--- config.mk ---
export PLATFORM = sky130hd
export DESIGN_NAME = noc_writer
export DESIGN_NICKNAME = d
export VERILOG_FILES = /design/src/rtl/noc_writer.sv
export SDC_FILE = /design/constraint.sdc
export NUM_CORES = 1
export LEC_CHECK = 0
export CORE_ASPECT_RATIO = 1.2
export CORE_MARGIN = 1.5
export CORE_UTILIZATION = 44
export DETAILED_ROUTE_END_ITERATION = 12
export GPL_ROUTABILITY_DRIVEN = 0
export MAX_ROUTING_LAYER = met4
export PLACE_DENSITY = 0.72
export SYNTH_ARGS = -nofsm -noshare
export SYNTH_HDL_FRONTEND = slang
export SYNTH_SLANG_ARGS = --single-unit
export TNS_END_PERCENT = 1
--- constraint.sdc ---
create_clock -name clk -period 3.2 [get_ports clk]
set_input_delay 0.64 -clock clk [delete_from_list [all_inputs] [get_ports clk]]
set_output_delay 0.64 -clock clk [all_outputs]
set_load 0.01 [all_outputs]
--- src/rtl/noc_writer.sv ---
// NoC injection port: pops pre-formatted flits from a show-ahead FIFO and drives the link,
// with per-VC credit flow control and head/body/tail framing checks.
module noc_writer #(
  parameter int WIDTH        = 8,
  parameter int NUM_VC       = 2,
  parameter int DEPTH_PER_VC = 8,
  parameter int N            = 16
) (
  input  logic              clk,
  input  logic              rst,
  input  logic [WIDTH-1:0]  i_data_in,
  input  logic              i_empty,
  output logic              o_read_en,
  output logic [WIDTH-1:0]  o_flit_out,
  input  logic [NUM_VC-1:0] i_credits_in,
  output logic              o_proto_err
);

  localparam int VC_AW     = $clog2(NUM_VC);
  localparam int CW        = $clog2(DEPTH_PER_VC + 1);
  localparam int VALID_POS = WIDTH - 1;
  localparam int HEAD_POS  = WIDTH - 2;
  localparam int TAIL_POS  = WIDTH - 3;
  localparam int VC_POS    = WIDTH - 4;

  typedef enum logic {IDLE, PKT} state_t;

  state_t             state_q, state_d;
  logic [VC_AW-1:0]   lock_vc_q, lock_vc_d;
  logic [CW-1:0]      cred_q [NUM_VC];
  logic [CW-1:0]      cred_d [NUM_VC];
  logic [WIDTH-1:0]   flit_q, flit_d;
  logic               err_q, err_d;

  logic               vld, head, tail, cred_ok;
  logic [VC_AW-1:0]   vc;
  logic               send, drop, discard;

  // Excess credit returns are absorbed by clamping at the buffer depth.
  function automatic logic [CW-1:0] sat_cred(input logic [CW:0] x);
    if (x > (CW+1)'(DEPTH_PER_VC)) return CW'(DEPTH_PER_VC);
    else                           return x[CW-1:0];
  endfunction

  assign vld     = i_data_in[VALID_POS];
  assign head    = i_data_in[HEAD_POS];
  assign tail    = i_data_in[TAIL_POS];
  assign vc      = i_data_in[VC_POS -: VC_AW];
  assign cred_ok = (cred_q[vc] != '0);

  always_comb begin
    send      = 1'b0;
    drop      = 1'b0;
    discard   = 1'b0;
    state_d   = state_q;
    lock_vc_d = lock_vc_q;
    if (!i_empty && !rst) begin
      if (!vld) begin
        discard = 1'b1;
      end else if (state_q == IDLE) begin
        if (!head) begin
          drop = 1'b1;
        end else if (cred_ok) begin
          send = 1'b1;
          if (!tail) begin
            state_d   = PKT;
            lock_vc_d = vc;
          end
        end
      end else begin
        // Inside a packet only same-VC body/tail flits are legal.
        if (head || (vc != lock_vc_q)) begin
          drop = 1'b1;
        end else if (cred_ok) begin
          send = 1'b1;
          if (tail) state_d = IDLE;
        end
      end
    end
    flit_d = send ? i_data_in : '0;
    err_d  = drop;
    for (int v = 0; v < NUM_VC; v++) begin
      cred_d[v] = sat_cred({1'b0, cred_q[v]} + (CW+1)'(i_credits_in[v])
                           - (CW+1)'(send && (vc == VC_AW'(v))));
    end
  end

  assign o_read_en = send | drop | discard;

  always_ff @(posedge clk) begin
    if (rst) begin
      state_q   <= IDLE;
      lock_vc_q <= '0;
      flit_q    <= '0;
      err_q     <= 1'b0;
      for (int v = 0; v < NUM_VC; v++) cred_q[v] <= CW'(DEPTH_PER_VC);
    end else begin
      state_q   <= state_d;
      lock_vc_q <= lock_vc_d;
      flit_q    <= flit_d;
      err_q     <= err_d;
      for (int v = 0; v < NUM_VC; v++) cred_q[v] <= cred_d[v];
    end
  end

  assign o_flit_out  = flit_q;
  assign o_proto_err = err_q;

endmodule
==> results.cfg, run 1 <==
[floorplan]
initial_core_util_pct = 46.2
die_height_um = 56.3
core-area_um2 = 2260
rows = 19
die-area_um2 = 2670
io_pins = 23
dieWidth_um = 47.5

[timing]
slew_violations = 0
period_needed_ps = 3130
rsz0062_at_grt = yes
worst_pin_slew_ps = 333
fmax_ghz = 0.319
hold_violations = 0
fin_skew_ps = 2.40
max_slew_margin_pct = 77.2
finalCritPeriodShare_pct = 98.0
setup_viol = 0

[run]
cap_violations = 0

[route]
viasPerCell = 5.19
routed_wl_um = 2270
firstDrtPassIters = 4
ant_nets = 0
wl_per_cell_um = 12.4
drcViolationCount = 0
first_iter_violations = 11
route.vias.total = 949

[clock_network]
cts_max_level = 1
clk_path_buf_depth = 2
clock_latency_ps = 290
clock_sinks = 19
cts_tree = done
cts_buffers = 3
clock-root-buffer = clkbuf_4
clk_pin_slew_ps = 110

[global_route]
use_met1_pct = 19.2
antenna_found_initial = 0
met3_usage_pct = 3.86
grt_pass1_wl_um = 3820
grt_start_max_net_pins = 12
top_usage_layer = met2
grt_overflow = 0
grt_usage_pct = 19.4
grt_pass1_vias = 986
use_met2_pct = 35.5

[synthesis]
yosysMostFrequentCell = dfxtp_1
synth_nets = 135
synth_top_flop_cell = dfxtp_1
synth.area.top_cells = dfxtp_1 (36%), ha_1 (12%), inv_1 (5.8%)
avgSynthCellArea_um2 = 9.49
synthCells = 110
synth_edf_count = 0
ys_ff_latch = 19
async_flop_share_pct = 0
synth.top_cell.area_share_pct = 36.5
synth_top_area_cell = dfxtp_1
synth_area_um2 = 1040
synthTopCellsByCount = dfxtp_1 (19), inv_1 (16), ha_1 (10)
yosysSeqAreaShare_pct = 36.5
synth_cell_type_count = 36
ys_warn_count = 0

[setup_path]
crit_slowest_cell = or4b_4
cpPeakStageDelay_ps = 490
r2r_slack_ps = 210
worst_ep_arrival_time_ps = 3330
cp-end-kind = flop
start_kind = input pin
path_max_fanout = 4
cp.required_ps = 3400
r2r-start = cred_q[1][1]
cpMostUsedCell = ha_1
crit_type = in2reg
worstReg2RegEnd = cred_q[1][2]
cp_cell_sequence = clkdlybuf4s50_1 > nor2_2 > nand2_2 > nor3b_4 > nor2b_4 > ha_1 > inv_1 > ha_1 > a21o_1 > or4b_4 > a31o_4 > a21o_2
worstRegToRegCells = 12

[run_status]
outcome = finished, final reports clean

[worst_hold_path]
min_path_cells = 2
hold_class = reg2reg
whs_endpoint = lock_vc_q
min_from = lock_vc_q

[final_layout]
diodes = 0
drive_above_1_share_pct = 25.7
fin_area_um2 = 1540
fillers = 175
syn_to_final_growth_pct = 47.4
fin_util_pct = 68.1
nNetsFinal = 178

[placed_design]
dpl.hpwl_um = 1800
numPortBuffers = 22
placed_cell_area_um2 = 1400

[power]
vdd_drop_max_mv = 0.403
leakage_uw = 0.000618
power_density_nw_per_um2 = 432
==> layout make-up <==
class / count / area (µm²) / share of cell area [%]
tap: 31 / 38.8 / 2.52
clock buffer: 3 / 22.5 / 1.46
timing repair buffer: 39 / 345 / 22.5
clock inverter: 1 / 5.00 / 0.325
sequential: 19 / 380 / 24.7
multi-input combinational: 74 / 686 / 44.6
inverter: 16 / 60.1 / 3.91
==> power breakdown <==
part	total (µW)	switching (µW)	internal (µW)
logic	273	138	135
clock network	120	73.9	46.4
registers	270	14.9	256
==> placed cells by master, fill, tap and decap left out, drive strengths merged, types with 2 or more instances in the layout <==
| cell type | Yosys | layout |
|---|---|---|
| dfxtp | 19 | 19 |
| nand2b | 5 | 5 |
| clkbuf | 1 | 3 |
| a311oi | 2 | 2 |
| ha | 10 | 10 |
| and2 | 9 | 9 |
| nand2 | 2 | 2 |
| a211oi | 2 | 2 |
| inv | 16 | 16 |
| dlygate4sd2 | 0 | 2 |
| o21ai | 2 | 2 |
| nor3b | 5 | 5 |
| a21o | 4 | 4 |
| mux2i | 2 | 2 |
| a21oi | 4 | 4 |
| xor2 | 3 | 3 |
| buf | 0 | 17 |
| clkdlybuf4s50 | 0 | 20 |
| fa | 2 | 2 |
| o31ai | 2 | 2 |
| nor4 | 2 | 2 |
| nor2 | 4 | 4 |
==> worst max-delay path: cells and delay by family <==
kind,cells,cell delay [ps]
AO/OA/AOI/OAI,3,660
adder cells (fa/ha/maj),2,430
buffers and inverters,2,490
AND/OR/NAND/NOR,5,1110
==> registers in the layout, indices dropped and copies added, names as in the netlist <==
name / count
o_proto_err: 1
lock_vc_q: 1
o_flit_out: 8
state_q: 1
cred_q: 8
==> worst max path at each step <==
stage / cells past startpoint / end / slack [ps] / startpoint
2_1_floorplan: 12 / cred_q[0][3] / 40 / rst
3_3_place_gp: 12 / cred_q[0][3] / -450 / i_data_in[4]
3_5_place_dp: 13 / cred_q[1][1] / -580 / i_data_in[4]
4_1_cts: 12 / cred_q[0][3] / 70 / i_data_in[4]
5_1_grt: 12 / cred_q[0][3] / -70 / i_empty
6_report: 12 / cred_q[0][3] / 70 / i_empty
==> kinds of logic after synthesis <==
group	share of synthesized area [%]
AO/OA/AOI/OAI	16.2
XOR/XNOR	3.36
adder cells (fa/ha/maj)	15.8
buffers and inverters	6.11
flip-flops	36.5
multiplexers	1.92
AND/OR/NAND/NOR	20.1
==> metrics by stage <==
step / std cells / worst slack [ps] / setup TNS, ps / total power, µW / hold WS, ps
floorplan: 110 / 37.9 / 0 / 429 / 461
global placement: 176 / -452 / -3040 / 499 / 488
detailed placement: 176 / -579 / -4000 / 509 / 510
CTS: 182 / 69.9 / 0 / 647 / 528
global route: 183 / -66.9 / -268 / 714 / 545
finish: 183 / 65.5 / 0 / 664 / 517
==> layer usage <==
layer | routed length (µm) | vias to the layer above
li1 | - | 468
met1 | 877 | 448
met2 | 1220 | 29
met3 | 140 | 4
met4 | 34 | 0
met5 | 0 | -
==> repair_timing <==
item | in CTS | in global routing
endpoints found under the setup margin | 8 | 7
pin swaps | 5 | 6
gates resized for setup | 10 | 10
hold buffers | 0 | 0
buffers inserted | 2 | 1
gates cloned | 0 | 0
Power figures use the tool's default switching activity.
==> run 2: changes to the inputs <==
--- a/config.mk
+++ b/config.mk
@@ -10,6 +10,7 @@
 export CORE_UTILIZATION = 44
 export DETAILED_ROUTE_END_ITERATION = 12
 export GPL_ROUTABILITY_DRIVEN = 0
+export HOLD_SLACK_MARGIN = 0.06
 export MAX_ROUTING_LAYER = met4
 export PLACE_DENSITY = 0.72
 export SYNTH_ARGS = -nofsm -noshare
==> results of run 2 <==
Final layout, timing and power as in run 1 (identical DEF).
